==> config.mk <==
export PLATFORM = sky130hd
export DESIGN_NAME = pad_echo_responder
export DESIGN_NICKNAME = d
export VERILOG_FILES = /design/src/rtl/pad_echo_pkg.sv /design/src/rtl/pad_echo_fifo.sv /design/src/rtl/pad_echo_responder.sv
export SDC_FILE = /design/constraint.sdc
export NUM_CORES = 1
export LEC_CHECK = 0
export CAP_MARGIN = 20
export CORE_ASPECT_RATIO = 2
export CORE_UTILIZATION = 54
export DETAILED_ROUTE_END_ITERATION = 8
export HOLD_SLACK_MARGIN = 0.1
export PLACE_DENSITY_LB_ADDON = 0.05
export SLEW_MARGIN = 0
export SYNTH_ARGS = -nofsm -noshare
export SYNTH_HDL_FRONTEND = slang
export SYNTH_SLANG_ARGS = --single-unit
==> constraint.sdc <==
create_clock -name clock -period 3.28 [get_ports clock]
set_input_delay 0.82 -clock clock [delete_from_list [all_inputs] [get_ports clock]]
set_output_delay 0.82 -clock clock [all_outputs]
set_load 0.02 [all_outputs]
==> src/rtl/pad_echo_pkg.sv <==
// Shared widths and response layout for the padded-word echo responder.
package pad_echo_pkg;
  localparam int PAYLOAD_W = 11;
  localparam int WORD_W    = 16;
  localparam int TAG_W     = 5;
  localparam int ERRCNT_W  = 8;

  typedef struct packed {
    logic [TAG_W-1:0]     tag;
    logic [PAYLOAD_W-1:0] payload;
  } resp_t;
endpackage

==> src/rtl/pad_echo_fifo.sv <==
// Synchronous FIFO, registered storage; head visible one cycle after push.
// wr side refused while full (no same-cycle pass-through); rd held while !rd_rdy_i.
module pad_echo_fifo
  import pad_echo_pkg::*;
#(
  parameter int W     = WORD_W,
  parameter int DEPTH = 4
) (
  input  logic         clock,
  input  logic         reset,
  input  logic         wr_vld_i,
  input  logic [W-1:0] wr_dat_i,
  output logic         full_o,
  output logic         rd_vld_o,
  input  logic         rd_rdy_i,
  output logic [W-1:0] rd_dat_o
);
  localparam int AW = (DEPTH > 1) ? $clog2(DEPTH) : 1;
  localparam int CW = AW + 1;
  localparam logic [CW-1:0] DEPTH_C = CW'(DEPTH);

  logic [W-1:0]  mem_q [DEPTH];
  logic [AW-1:0] wr_ptr_q, wr_ptr_d;
  logic [AW-1:0] rd_ptr_q, rd_ptr_d;
  logic [CW-1:0] cnt_q, cnt_d;
  logic          do_push, do_pop;

  assign full_o   = (cnt_q == DEPTH_C);
  assign rd_vld_o = (cnt_q != '0);
  assign do_push  = wr_vld_i && !full_o;
  assign do_pop   = rd_vld_o && rd_rdy_i;
  assign rd_dat_o = mem_q[rd_ptr_q];

  // Pointers wrap naturally because DEPTH is a power of two.
  always_comb begin
    wr_ptr_d = do_push ? wr_ptr_q + 1'b1 : wr_ptr_q;
    rd_ptr_d = do_pop  ? rd_ptr_q + 1'b1 : rd_ptr_q;
    cnt_d    = cnt_q;
    case ({do_push, do_pop})
      2'b10:   cnt_d = cnt_q + 1'b1;
      2'b01:   cnt_d = cnt_q - 1'b1;
      default: cnt_d = cnt_q;
    endcase
  end

  always_ff @(posedge clock or posedge reset) begin
    if (reset) begin
      wr_ptr_q <= '0;
      rd_ptr_q <= '0;
      cnt_q    <= '0;
      for (int i = 0; i < DEPTH; i++) mem_q[i] <= '0;
    end else begin
      wr_ptr_q <= wr_ptr_d;
      rd_ptr_q <= rd_ptr_d;
      cnt_q    <= cnt_d;
      if (do_push) mem_q[wr_ptr_q] <= wr_dat_i;
    end
  end
endmodule

==> src/rtl/pad_echo_responder.sv <==
// Strips/checks the pad on foo, tags payloads and echoes them in order on bar; 1-cycle latency.
// foo_ready = !full (no path from bar_ready); PAD_ERR_CHECK_EN enables pad drop and error counters.
module pad_echo_responder
  import pad_echo_pkg::*;
#(
  parameter int IN_WIDTH = PAYLOAD_W,
  parameter int N        = WORD_W,
  parameter int DEPTH    = 4
) (
  input  logic                clock,
  input  logic                reset,
  input  logic                foo_valid,
  output logic                foo_ready,
  input  logic [N-1:0]        foo,
  output logic                bar_valid,
  input  logic                bar_ready,
  output logic [N-1:0]        bar,
  output logic                pad_err,
  output logic [ERRCNT_W-1:0] err_count,
  input  logic                err_clear
);
  localparam int TW = N - IN_WIDTH;

  logic          fifo_full;
  logic          accept;
  logic          pad_bad;
  logic          push;
  logic [TW-1:0] tag_q, tag_d;

  assign foo_ready = !fifo_full;
  assign accept    = foo_valid && foo_ready;

`ifdef PAD_ERR_CHECK_EN
  logic                pad_err_q, pad_err_d;
  logic [ERRCNT_W-1:0] err_cnt_q, err_cnt_d;

  assign pad_bad = |foo[N-1:IN_WIDTH];

  // Clear wins over a simultaneous violation.
  always_comb begin
    pad_err_d = pad_err_q;
    err_cnt_d = err_cnt_q;
    if (err_clear) begin
      pad_err_d = 1'b0;
      err_cnt_d = '0;
    end else if (accept && pad_bad) begin
      pad_err_d = 1'b1;
      if (err_cnt_q != '1) err_cnt_d = err_cnt_q + 1'b1;
    end
  end

  always_ff @(posedge clock or posedge reset) begin
    if (reset) begin
      pad_err_q <= 1'b0;
      err_cnt_q <= '0;
    end else begin
      pad_err_q <= pad_err_d;
      err_cnt_q <= err_cnt_d;
    end
  end

  assign pad_err   = pad_err_q;
  assign err_count = err_cnt_q;
`else
  logic unused_pad;
  assign unused_pad = ^{err_clear, foo[N-1:IN_WIDTH]};
  assign pad_bad    = 1'b0;
  assign pad_err    = 1'b0;
  assign err_count  = '0;
`endif

  assign push  = accept && !pad_bad;
  assign tag_d = push ? tag_q + 1'b1 : tag_q;

  always_ff @(posedge clock or posedge reset) begin
    if (reset) tag_q <= '0;
    else       tag_q <= tag_d;
  end

  pad_echo_fifo #(
    .W     (N),
    .DEPTH (DEPTH)
  ) u_fifo (
    .clock    (clock),
    .reset    (reset),
    .wr_vld_i (push),
    .wr_dat_i ({tag_q, foo[IN_WIDTH-1:0]}),
    .full_o   (fifo_full),
    .rd_vld_o (bar_valid),
    .rd_rdy_i (bar_ready),
    .rd_dat_o (bar)
  );
endmodule

==> impl_metrics.py <==
metrics = {
    "power_and_ir_drop": {
        "vdd_drop_max_mv": 0.6861,
        "p_switching_w": 0.001579,
        "power_frac_comb_pct": 43.9,
        "pwr-share-seq_pct": 36.1,
        "power_density_nw_per_um2": 1161,
        "cellLeakagePower_nw": 1.792,
        "p_sw_share_pct": 32.41,
        "intPower_w": 0.003293,
        "p_clk_share_pct": 20.0,
    },
    "setup_path": {
        "crit_arrival_ps": 2240,
        "crit_end": "bar[13]",
        "r2r_end": "u_fifo.cnt_q[2]",
        "r2r_start": "u_fifo.cnt_q[0]",
        "criticalPathCategory": "flip-flop to output port",
        "cp-start-kind": "flip-flop",
        "rr_worst_depth": 8,
        "ff2ff_setup_slack_ps": 880,
        "cp_max_fo": 13,
        "worstPathRequired_ps": 2460,
        "crit_start": "u_fifo.rd_ptr_q[0]",
        "worstSetupEndpointType": "output port",
    },
    "timing": {
        "finalCriticalPeriod_ps": 3064,
        "skew_ps": 5.267,
        "setup_ws_ps": 216.0,
        "rsz0062_at_grt": "no",
        "finalCritPeriodShare_pct": 93.42,
        "timing.fmax_mhz": 326.4,
        "hold_viol_final": 0,
        "final.setup.tns_ps": 0,
        "finalSetupViolCount": 0,
        "finalMaxSlewViolations": 0,
    },
    "logic_synthesis": {
        "syn_inst": 222,
        "ys_seq_area_share_pct": 54.66,
        "syn-cell-area_um2": 3480,
        "yosysWarnings": 0,
        "synth-seq-cells": 76,
        "ys_types": 25,
        "synth_area_per_cell_um2": 15.67,
    },
    "clock_network": {
        "clock-root-buffer": "clkbuf_16",
        "cts_max_level": 3,
        "cts_made_buffers": 9,
        "clk_path_buf_depth": 2,
        "cts_tree": "built",
        "postCtsSetupBuffers": 0,
        "cts_hold_buf": 0,
        "clock_latency_ps": 340,
        "cts_sinks": 76,
        "path_clk_slew_ps": 60,
        "cts_resized": 0,
    },
    "drt": {
        "drt_iter0_drc": 56,
        "routedWlPerCell_um": 17.95,
        "viasPerCell": 5.256,
        "wl_um": 6389,
        "drc": 0,
        "num_vias": 1871,
        "firstDrtPassIters": 5,
        "ant_nets": 0,
    },
    "placed_design": {
        "hpwl_um": 4246,
        "place.gp.congestion": 0.7269,
        "dpl_cell_area_um2": 3900,
        "pre_cts_ws_ps": 550.3,
        "port_buffers": 32,
    },
    "cells_and_area": {
        "fillers": 497,
        "diodes": 0,
        "design_area_um2": 4195,
        "seq_area_um2": 1902,
        "layout.nets": 293,
        "syn2layout_area_growth_pct": 20.57,
        "drive_above_1_share_pct": 41.48,
        "multiInputGateArea_um2": 1444,
    },
    "die": {
        "die_height_um": 115.5,
        "ioPinCount": 48,
        "die-area_um2": 6788,
        "die_x_um": 58.76,
        "core_um2": 6259,
        "start_util_pct": 55.60,
        "placementRows": 41,
    },
    "grt": {
        "grt_usage_pct": 21.71,
        "overflow": 0,
        "grt_pass1_vias": 2048,
        "antenna_found_initial": 0,
        "grt_pass1_wl_um": 10340,
        "grt_max_degree": 77,
    },
    "status": {
        "outcome": "completed",
    },
    "job": {
        "maxCapViolCount": 0,
    },
    "hold_path": {
        "hp-class": "flip-flop to flip-flop",
    },
}
==> worst min-delay path by stage <==
stage	slack (ps)	to	depth (start not counted)	start
5_1_grt	520	u_fifo.mem_q[42]	1	u_fifo.mem_q[42]
3_3_place_gp	480	u_fifo.mem_q[31]	1	u_fifo.mem_q[31]
6_report	500	u_fifo.mem_q[49]	1	u_fifo.mem_q[49]
2_1_floorplan	480	u_fifo.mem_q[16]	1	u_fifo.mem_q[16]
3_5_place_dp	490	u_fifo.mem_q[22]	1	u_fifo.mem_q[22]
4_1_cts	510	u_fifo.mem_q[22]	1	u_fifo.mem_q[22]
==> placed cells by master (no fill, tap or decap), types with 2 or more instances in the layout <==
cell type,n
dfrtp_1,76
mux2_2,66
clkdlybuf4s50_1,32
mux4_2,16
conb_1,9
clkbuf_16,9
buf_4,8
nand2_1,7
inv_1,6
xor2_1,6
ha_1,6
nor2_2,4
xnor2_1,4
nor2_1,3
clkbuf_1,2
clkinv_2,2
buf_12,2
==> worst max-delay path, cell delays in order, from the launching register on <==
cell,delay (ps)
dfrtp_1,580
buf_12,220
mux4_2,540
clkdlybuf4s50_1,560
==> state kept, by name, indices dropped and copies added (netlist names) <==
name	cells
u_fifo.mem_q	64
tag_q	5
u_fifo.cnt_q	3
u_fifo.wr_ptr_q	2
u_fifo.rd_ptr_q	2
==> routing by layer <==
layer	part of all wire [%]	up-vias	GRT usage [%]
met3	2.8	12	5.357
met1	39	982	24.52
met4	2.1	0	9.524
met5	0	-	0
met2	56	25	37.95
li1	-	852	-
==> cell type report <==
| class | count | area share (%) |
|---|---|---|
| Sequential cell | 76 | 45.33 |
| Multi-Input combinational cell | 129 | 34.42 |
| Timing Repair Buffer | 42 | 10.02 |
| Clock buffer | 12 | 5.875 |
| Tap cell | 86 | 2.565 |
| Clock inverter | 4 | 1.163 |
| Inverter | 7 | 0.6263 |
==> power by group through the flow <==
| stage | registers (W) | clock network (W) | logic (W) |
|---|---|---|---|
| 6_report | 0.00176 | 0.000974 | 0.00214 |
| 5_1_grt | 0.00183 | 0.00103 | 0.00229 |
| 4_1_cts | 0.00177 | 0.000995 | 0.00218 |
| 3_5_place_dp | 0.00178 | 0 | 0.00216 |
| 3_3_place_gp | 0.00176 | 0 | 0.00213 |
| 2_1_floorplan | 0.00163 | 0 | 0.00156 |
==> cells by family (layout without fill, tap and decap cells) <==
logic type,count (synthesis),count (layout),synth area share [%]
buf+inv,25,65,4.710
other cells,1,9,0.1078
fa+ha+maj,7,7,2.733
mux,83,83,32.00
xor+xnor,10,10,2.517
compound gates,1,1,0.2518
flops,76,76,54.66
simple gates,19,19,3.021
==> cells in the mapped netlist <==
master	count	area, um2
dfrtp_1	76	1902
mux2_2	66	743.2
mux4_2	16	360.4
buf_4	9	67.56
inv_1	7	26.28
nand2_1	7	26.28
ha_1	6	75.07
xor2_1	6	52.55
nor2_2	4	25.02
xnor2_1	4	35.03
buf_2	3	15.01
buf_6	3	33.78
nor2_1	3	11.26
buf_1	1	3.750
clkbuf_1	1	3.750
clkbuf_8	1	13.76
conb_1	1	3.750
fa_1	1	20.02
mux2i_1	1	10.01
nand2b_1	1	6.260
nand4_1	1	6.260
nor3_1	1	5.000
nor3b_4	1	18.77
o31a_1	1	8.760
or3_1	1	6.260
==> stage by stage <==
step	util, %	instances	hold slack [ps]	power (W)
2_1_floorplan	-	230	475.1	0.003190
3_3_place_gp	62.32	340	483.5	0.003884
3_5_place_dp	62.32	340	493.1	0.003939
4_1_cts	67.03	356	505.2	0.004938
5_1_grt	67.03	356	521.9	0.005153
6_report	67.03	356	503.0	0.004872
Power figures use the tool's default switching activity.
